## src/rtl/uart_scope_pkg.sv

```systemverilog
// uart_scope_pkg: shared FSM states and frame constants for the uart_scope datapath.
// UART_TX_FRAME_CHKSUM_EN lengthens the frame by one checksum byte.
package uart_scope_pkg;
  typedef enum logic [1:0] {IDLE, SEND, WAIT} tx_state_e;
  localparam logic [7:0] UART_FRAME_HEADER = 8'hA5;
`ifdef UART_TX_FRAME_CHKSUM_EN
  localparam int FRAME_LEN = 4;
`else
  localparam int FRAME_LEN = 3;
`endif
endpackage

```

## src/rtl/sync_fifo.sv

```systemverilog
// sync_fifo: single-clock FIFO; read data shows the head word, so a pop takes it on the same edge.
module sync_fifo #(
  parameter int WIDTH = 16,
  parameter int DEPTH = 16
) (
  input  logic                     clk,
  input  logic                     rst,
  input  logic                     wr_en_i,
  input  logic [WIDTH-1:0]         wr_data_i,
  input  logic                     rd_en_i,
  output logic [WIDTH-1:0]         rd_data_o,
  output logic                     full_o,
  output logic                     empty_o,
  output logic [$clog2(DEPTH):0]   count_o
);
  localparam int AW = $clog2(DEPTH);
  logic [WIDTH-1:0] mem_q [DEPTH];
  logic [AW-1:0] wr_ptr_q, rd_ptr_q;
  logic [AW:0] count_q, count_d;
  logic push, pop;
  // DEPTH is a power of two, so the count MSB alone marks full
  assign full_o = count_q[AW];
  assign empty_o = count_q == '0;
  assign push = wr_en_i & ~full_o;
  assign pop = rd_en_i & ~empty_o;
  assign count_d = count_q + (AW+1)'(push) - (AW+1)'(pop);
  assign rd_data_o = mem_q[rd_ptr_q];
  assign count_o = count_q;
  always_ff @(posedge clk) begin
    if (rst) begin
      wr_ptr_q <= '0;
      rd_ptr_q <= '0;
      count_q <= '0;
    end else begin
      wr_ptr_q <= wr_ptr_q + AW'(push);
      rd_ptr_q <= rd_ptr_q + AW'(pop);
      count_q <= count_d;
    end
  end
  always_ff @(posedge clk) begin
    if (push) mem_q[wr_ptr_q] <= wr_data_i;
  end
endmodule

```

## src/rtl/uart_tx_frame.sv

```systemverilog
// uart_tx_frame: buffers 16-bit samples and sends each as HEADER, high byte, low byte to uart_byte_tx.
// Define UART_TX_FRAME_CHKSUM_EN to append a fourth byte, high ^ low.
module uart_tx_frame
  import uart_scope_pkg::*;
#(
  parameter int         FIFO_DEPTH = 16,
  parameter logic [7:0] HEADER     = UART_FRAME_HEADER
) (
  input  logic                           clk,
  input  logic                           rst,
  input  logic [15:0]                    s_data,
  input  logic                           s_valid,
  output logic                           s_ready,
  output logic                           byte_en,
  output logic [7:0]                     data_byte,
  input  logic                           tx_done,
  output logic                           busy,
  output logic [$clog2(FIFO_DEPTH):0]    fifo_count
);
  localparam logic [1:0] LAST_IDX = 2'(FRAME_LEN - 1);
  tx_state_e state_q, state_d;
  logic [1:0] idx_q, idx_d;
  logic [15:0] word_q, word_d, fifo_data;
  logic byte_en_q, byte_en_d;
  logic [7:0] data_byte_q, data_byte_d, frame_byte;
  logic fifo_full, fifo_empty, pop;
  sync_fifo #(.WIDTH(16), .DEPTH(FIFO_DEPTH)) u_fifo (
    .clk       (clk),
    .rst       (rst),
    .wr_en_i   (s_valid),
    .wr_data_i (s_data),
    .rd_en_i   (pop),
    .rd_data_o (fifo_data),
    .full_o    (fifo_full),
    .empty_o   (fifo_empty),
    .count_o   (fifo_count)
  );
  assign s_ready = ~fifo_full;
  assign busy = state_q != IDLE;
  assign pop = state_q == IDLE && !fifo_empty;
  assign byte_en = byte_en_q;
  assign data_byte = data_byte_q;
`ifdef UART_TX_FRAME_CHKSUM_EN
  assign frame_byte = idx_q == 2'd3 ? word_q[15:8] ^ word_q[7:0] :
                      idx_q == 2'd2 ? word_q[7:0] :
                      idx_q == 2'd1 ? word_q[15:8] : HEADER;
`else
  assign frame_byte = idx_q == 2'd2 ? word_q[7:0] :
                      idx_q == 2'd1 ? word_q[15:8] : HEADER;
`endif
  always_comb begin
    state_d = state_q;
    idx_d = idx_q;
    word_d = word_q;
    byte_en_d = 1'b0;
    data_byte_d = data_byte_q;
    case (state_q)
      IDLE: if (!fifo_empty) begin
        word_d = fifo_data;
        idx_d = '0;
        state_d = SEND;
      end
      SEND: begin
        byte_en_d = 1'b1;
        data_byte_d = frame_byte;
        state_d = WAIT;
      end
      WAIT: if (tx_done) begin
        idx_d = idx_q + 2'd1;
        state_d = idx_q == LAST_IDX ? IDLE : SEND;
      end
      default: state_d = IDLE;
    endcase
  end
  always_ff @(posedge clk) begin
    if (rst) begin
      state_q <= IDLE;
      idx_q <= '0;
      word_q <= '0;
      byte_en_q <= 1'b0;
      data_byte_q <= '0;
    end else begin
      state_q <= state_d;
      idx_q <= idx_d;
      word_q <= word_d;
      byte_en_q <= byte_en_d;
      data_byte_q <= data_byte_d;
    end
  end
endmodule

```

## config.mk

```make
export PLATFORM = sky130hd
export DESIGN_NAME = uart_tx_frame
export DESIGN_NICKNAME = d
export VERILOG_FILES = /design/src/rtl/uart_scope_pkg.sv /design/src/rtl/sync_fifo.sv /design/src/rtl/uart_tx_frame.sv
export SDC_FILE = /design/constraint.sdc
export NUM_CORES = 1
export LEC_CHECK = 0
export ABC_AREA = 1
export BUFFER_PORTS_ARGS = -buffer_cell sky130_fd_sc_hd__buf_2
export CORE_UTILIZATION = 55
export DETAILED_ROUTE_END_ITERATION = 10
export GPL_ROUTABILITY_DRIVEN = 0
export PLACE_DENSITY = 0.83
export SYNTH_ARGS = -nofsm -noshare
export SYNTH_HDL_FRONTEND = slang
export SYNTH_HIERARCHICAL = 1
export SYNTH_SLANG_ARGS = --single-unit
export TNS_END_PERCENT = 50
```

## constraint.sdc

```tcl
create_clock -name clk -period 3.8 [get_ports clk]
set_clock_uncertainty 0.2 [all_clocks]
set_input_delay 0.76 -clock clk [delete_from_list [all_inputs] [get_ports clk]]
set_output_delay 0.76 -clock clk [all_outputs]
set_load 0.005 [all_outputs]
```

==> flow_metrics.env <==
export IMPL_max_stage_delay_ns=0.41
export IMPL_clkTransAtPathRegs_ns=0.06
export IMPL_via_per_inst=5.50
export IMPL_grt_overflow_total=0
export IMPL_hold_path_class="register to register"
export IMPL_ys_warn_count=6
export IMPL_die_x_um=155
export IMPL_clkSinkCount=298
export IMPL_holdPathEnd="word_q[8]$_SDFFE_PP0P_"
export IMPL_netlist_area_um2=12900
export IMPL_pre_cts_slack_ns=0.909
export IMPL_ys_seq_elements=298
export IMPL_dieArea_um2=24100
export IMPL_avgSynthCellArea_um2=9.99
export IMPL_synth_top_area_share_pct=59.5
export IMPL_r2r_slack_ns=0.91
export IMPL_leakage_nw=6.19
export IMPL_peakVddDrop_uv=453
export IMPL_max_freq_mhz=346
export IMPL_slowest_stage="fa_1"
export IMPL_die_h_um=155
export IMPL_finalSetupTns_ns=0
export IMPL_synth_nets=1325
export IMPL_reg2reg_to="u_fifo/count_o[4]$_SDFF_PP0_"
export IMPL_rsz0062_at_grt="no"
export IMPL_rr_startpoint="u_fifo/count_o[3]$_SDFF_PP0_"
export IMPL_critical_path_peak_fanout=17
export IMPL_critical_path_arrival_ns=3.16
export IMPL_hpwl_mm=17.3
export IMPL_netlist_top_cells_area="edfxtp_1 60%, nand2_1 10%, nand3_1 7.8%, inv_1 6.6%, dfxtp_1 6.5%"
export IMPL_portBuffers=35
export IMPL_slew_violations=0
export IMPL_synth_compound_area_share_pct=2.11
export IMPL_layout_nets=1359
export IMPL_final_cell_mix="358 x nand2_1, 256 x edfxtp_1, 227 x inv_1"
export IMPL_yosys_area_top_type="edfxtp_1"
export IMPL_numCtsBuffers=29
export IMPL_wl_mm=30.0
export IMPL_wl_per_cell_um=18.1
export IMPL_outcome="completed"
export IMPL_antenna_found_initial=1
export IMPL_antenna_left=0
export IMPL_cts_setup_buffers=0
export IMPL_power_density_nw_per_um2=647
export IMPL_synthCells=1292
export IMPL_period_minus_slack_ns=2.89
export IMPL_min_path_cells=2
export IMPL_synth_fa_ha_area_share_pct=1.32
export IMPL_dr_pass1_iters=6
export IMPL_synthXorXnorAreaFrac_pct=0.204
export IMPL_setup_violations=0
export IMPL_synthSimpleGateAreaFrac_pct=20.6
export IMPL_io_pins=36
export IMPL_min_from="word_q[8]$_SDFFE_PP0P_"
export IMPL_fp_coreArea_um2=22800
export IMPL_grt_pass1_vias=8921
export IMPL_synth_cell_types=27
export IMPL_cts_tree="built"
export IMPL_max_cap_viol_count=0
export IMPL_cp_common_cell="inv_1"
export IMPL_clock_path_buffers=3
export IMPL_synth_edff_count=256
export IMPL_insertion_delay_ns=0.55
export IMPL_worst_slack_ns=0.914
export IMPL_grt_pass1_wl_mm=47.0
export IMPL_areaGrowthSynthToFinish_pct=11.2
export IMPL_grt_use_total_pct=25.6
export IMPL_synthFlopType="edfxtp_1"
export IMPL_fp_row_count=55
export IMPL_ctsHoldBuffers=0
export IMPL_required_ns=4.08
export IMPL_drtIter0Drc=1207
export IMPL_layout_commonest_cell="nand2_1"
export IMPL_start_kind="register"
export IMPL_synthArstFlopShare_pct=0
export IMPL_drc_errors=0
export IMPL_drive_gt1_share_pct=10.2
export IMPL_rr_worst_depth=21
export IMPL_synth_top_family_by_area="simple AND/OR/NAND/NOR gates"
export IMPL_synth_seq_area_share_pct=66.1
export IMPL_synthMuxAreaShare_pct=0
export IMPL_worst_slew_pin_slew_ns=0.860
export IMPL_finalHoldViolations=0
export IMPL_grt_max_degree=130
export IMPL_vias=9143
export IMPL_root_buffer="clkbuf_16"
export IMPL_cts_resized=0
export IMPL_critPathCaptureType="register"
export IMPL_initial_core_util_pct=56.5
export IMPL_critPathKind="register to register"
export IMPL_cp_cell_sequence="inv_1 > ha_1 > nand2_1 > nor3_1 > inv_1 > nand2_2 > inv_8 > inv_1 > nor2_1 > ha_1 > inv_1 > ha_1 > inv_1 > fa_1 > inv_1 > nand2_1 > nand2_1 > a21oi_1 > nand2_1 > nand2_1 > nor2_1"
export IMPL_cts_max_level=1
export IMPL_finalCritPeriodShare_pct=76.0
export IMPL_worst_slew_margin_rel_pct=42.7
[per-layer routing]
metal	GRT usage (%)	vias to the layer above	part of all wire, %
met1	33.8	4274	38
met4	11.0	0	3.8
li1	-	4230	-
met5	0	-	0
met3	3.84	91	9.9
met2	42.5	548	48
[registers in the layout, summed over array words and instances, names as in the netlist]
| signal | flops |
|---|---|
| idx_q | 2 |
| word_q | 16 |
| byte_en | 1 |
| data_byte | 8 |
| u_fifo/mem_q | 256 |
| state_q | 2 |
| u_fifo/count_o | 5 |
| u_fifo/rd_ptr_q | 4 |
| u_fifo/wr_ptr_q | 4 |
[worst max-delay path, delay by kind of cell (launching register included)]
family	cells	cell delay, ns
AO/OA/AOI/OAI	1	0.08
flip-flops	1	0.32
buffers and inverters	7	0.47
AND/OR/NAND/NOR	9	0.76
adder cells (fa/ha/maj)	4	0.99
[worst max-delay path by stage]
| stage | startpoint | cells after the start | to | slack [ns] |
|---|---|---|---|---|
| 3_3_place_gp | u_fifo/count_o[3]$_SDFF_PP0_ | 20 | u_fifo/count_o[4]$_SDFF_PP0_ | 0.97 |
| 5_1_grt | u_fifo/count_o[2]$_SDFF_PP0_ | 21 | u_fifo/count_o[4]$_SDFF_PP0_ | 0.64 |
| 2_1_floorplan | u_fifo/count_o[3]$_SDFF_PP0_ | 22 | u_fifo/count_o[4]$_SDFF_PP0_ | 0.98 |
| 4_1_cts | u_fifo/count_o[3]$_SDFF_PP0_ | 21 | u_fifo/count_o[4]$_SDFF_PP0_ | 0.89 |
| 6_report | u_fifo/count_o[3]$_SDFF_PP0_ | 21 | u_fifo/count_o[4]$_SDFF_PP0_ | 0.91 |
| 3_5_place_dp | u_fifo/count_o[3]$_SDFF_PP0_ | 21 | u_fifo/count_o[4]$_SDFF_PP0_ | 0.91 |
[synthesized netlist by cell type, types with 3 or more instances]
| master | instances |
|---|---|
| ha_1 | 12 |
| a21oi_1 | 23 |
| edfxtp_1 | 256 |
| nand3_1 | 202 |
| nor2_2 | 6 |
| nor2_1 | 64 |
| buf_1 | 3 |
| clkbuf_1 | 8 |
| inv_1 | 227 |
| buf_6 | 6 |
| buf_4 | 19 |
| o21ai_0 | 30 |
| buf_2 | 21 |
| dfxtp_1 | 42 |
| nand2_1 | 358 |
[kinds of logic (layout without fill, tap and decap cells)]
logic type / Yosys count / in the layout
compound gates: 54 / 54
xor+xnor: 3 / 3
fa+ha+maj: 13 / 13
buf+inv: 290 / 347
flops: 298 / 298
other cells: 0 / 1
simple gates: 634 / 634
[metrics by stage]
| stage | std cells | cell area, um^2 | hold WS [ns] | util (%) | total power, mW |
|---|---|---|---|---|---|
| after floorplan | 1292 | 12900 | 0.248 | - | 5.80 |
| after global placement | 1608 | 13400 | 0.261 | 58.6 | 6.29 |
| after detailed placement | 1608 | 13400 | 0.267 | 58.6 | 6.38 |
| after CTS | 1662 | 14400 | 0.280 | 62.8 | 9.27 |
| after global routing | 1663 | 14400 | 0.318 | 62.8 | 9.74 |
| final | 1663 | 14400 | 0.278 | 62.8 | 9.29 |
[final cells by class]
class	instances	area, um^2
inverter	231	876
clock buffer	36	806
sequential	298	8530
antenna	1	2.50
tap	313	392
fill	1707	8490
timing repair buffer	62	415
clock inverter	18	168
multi-input combinational	704	3170
[where the power goes]
part	internal, mW	total [mW]	switching, mW	leakage [nW]
Clock	1.71	2.90	1.19	0.479
Combinational	0.769	2.47	1.70	3.06
Sequential	3.79	3.92	0.128	2.66
Power figures use the tool's default switching activity.
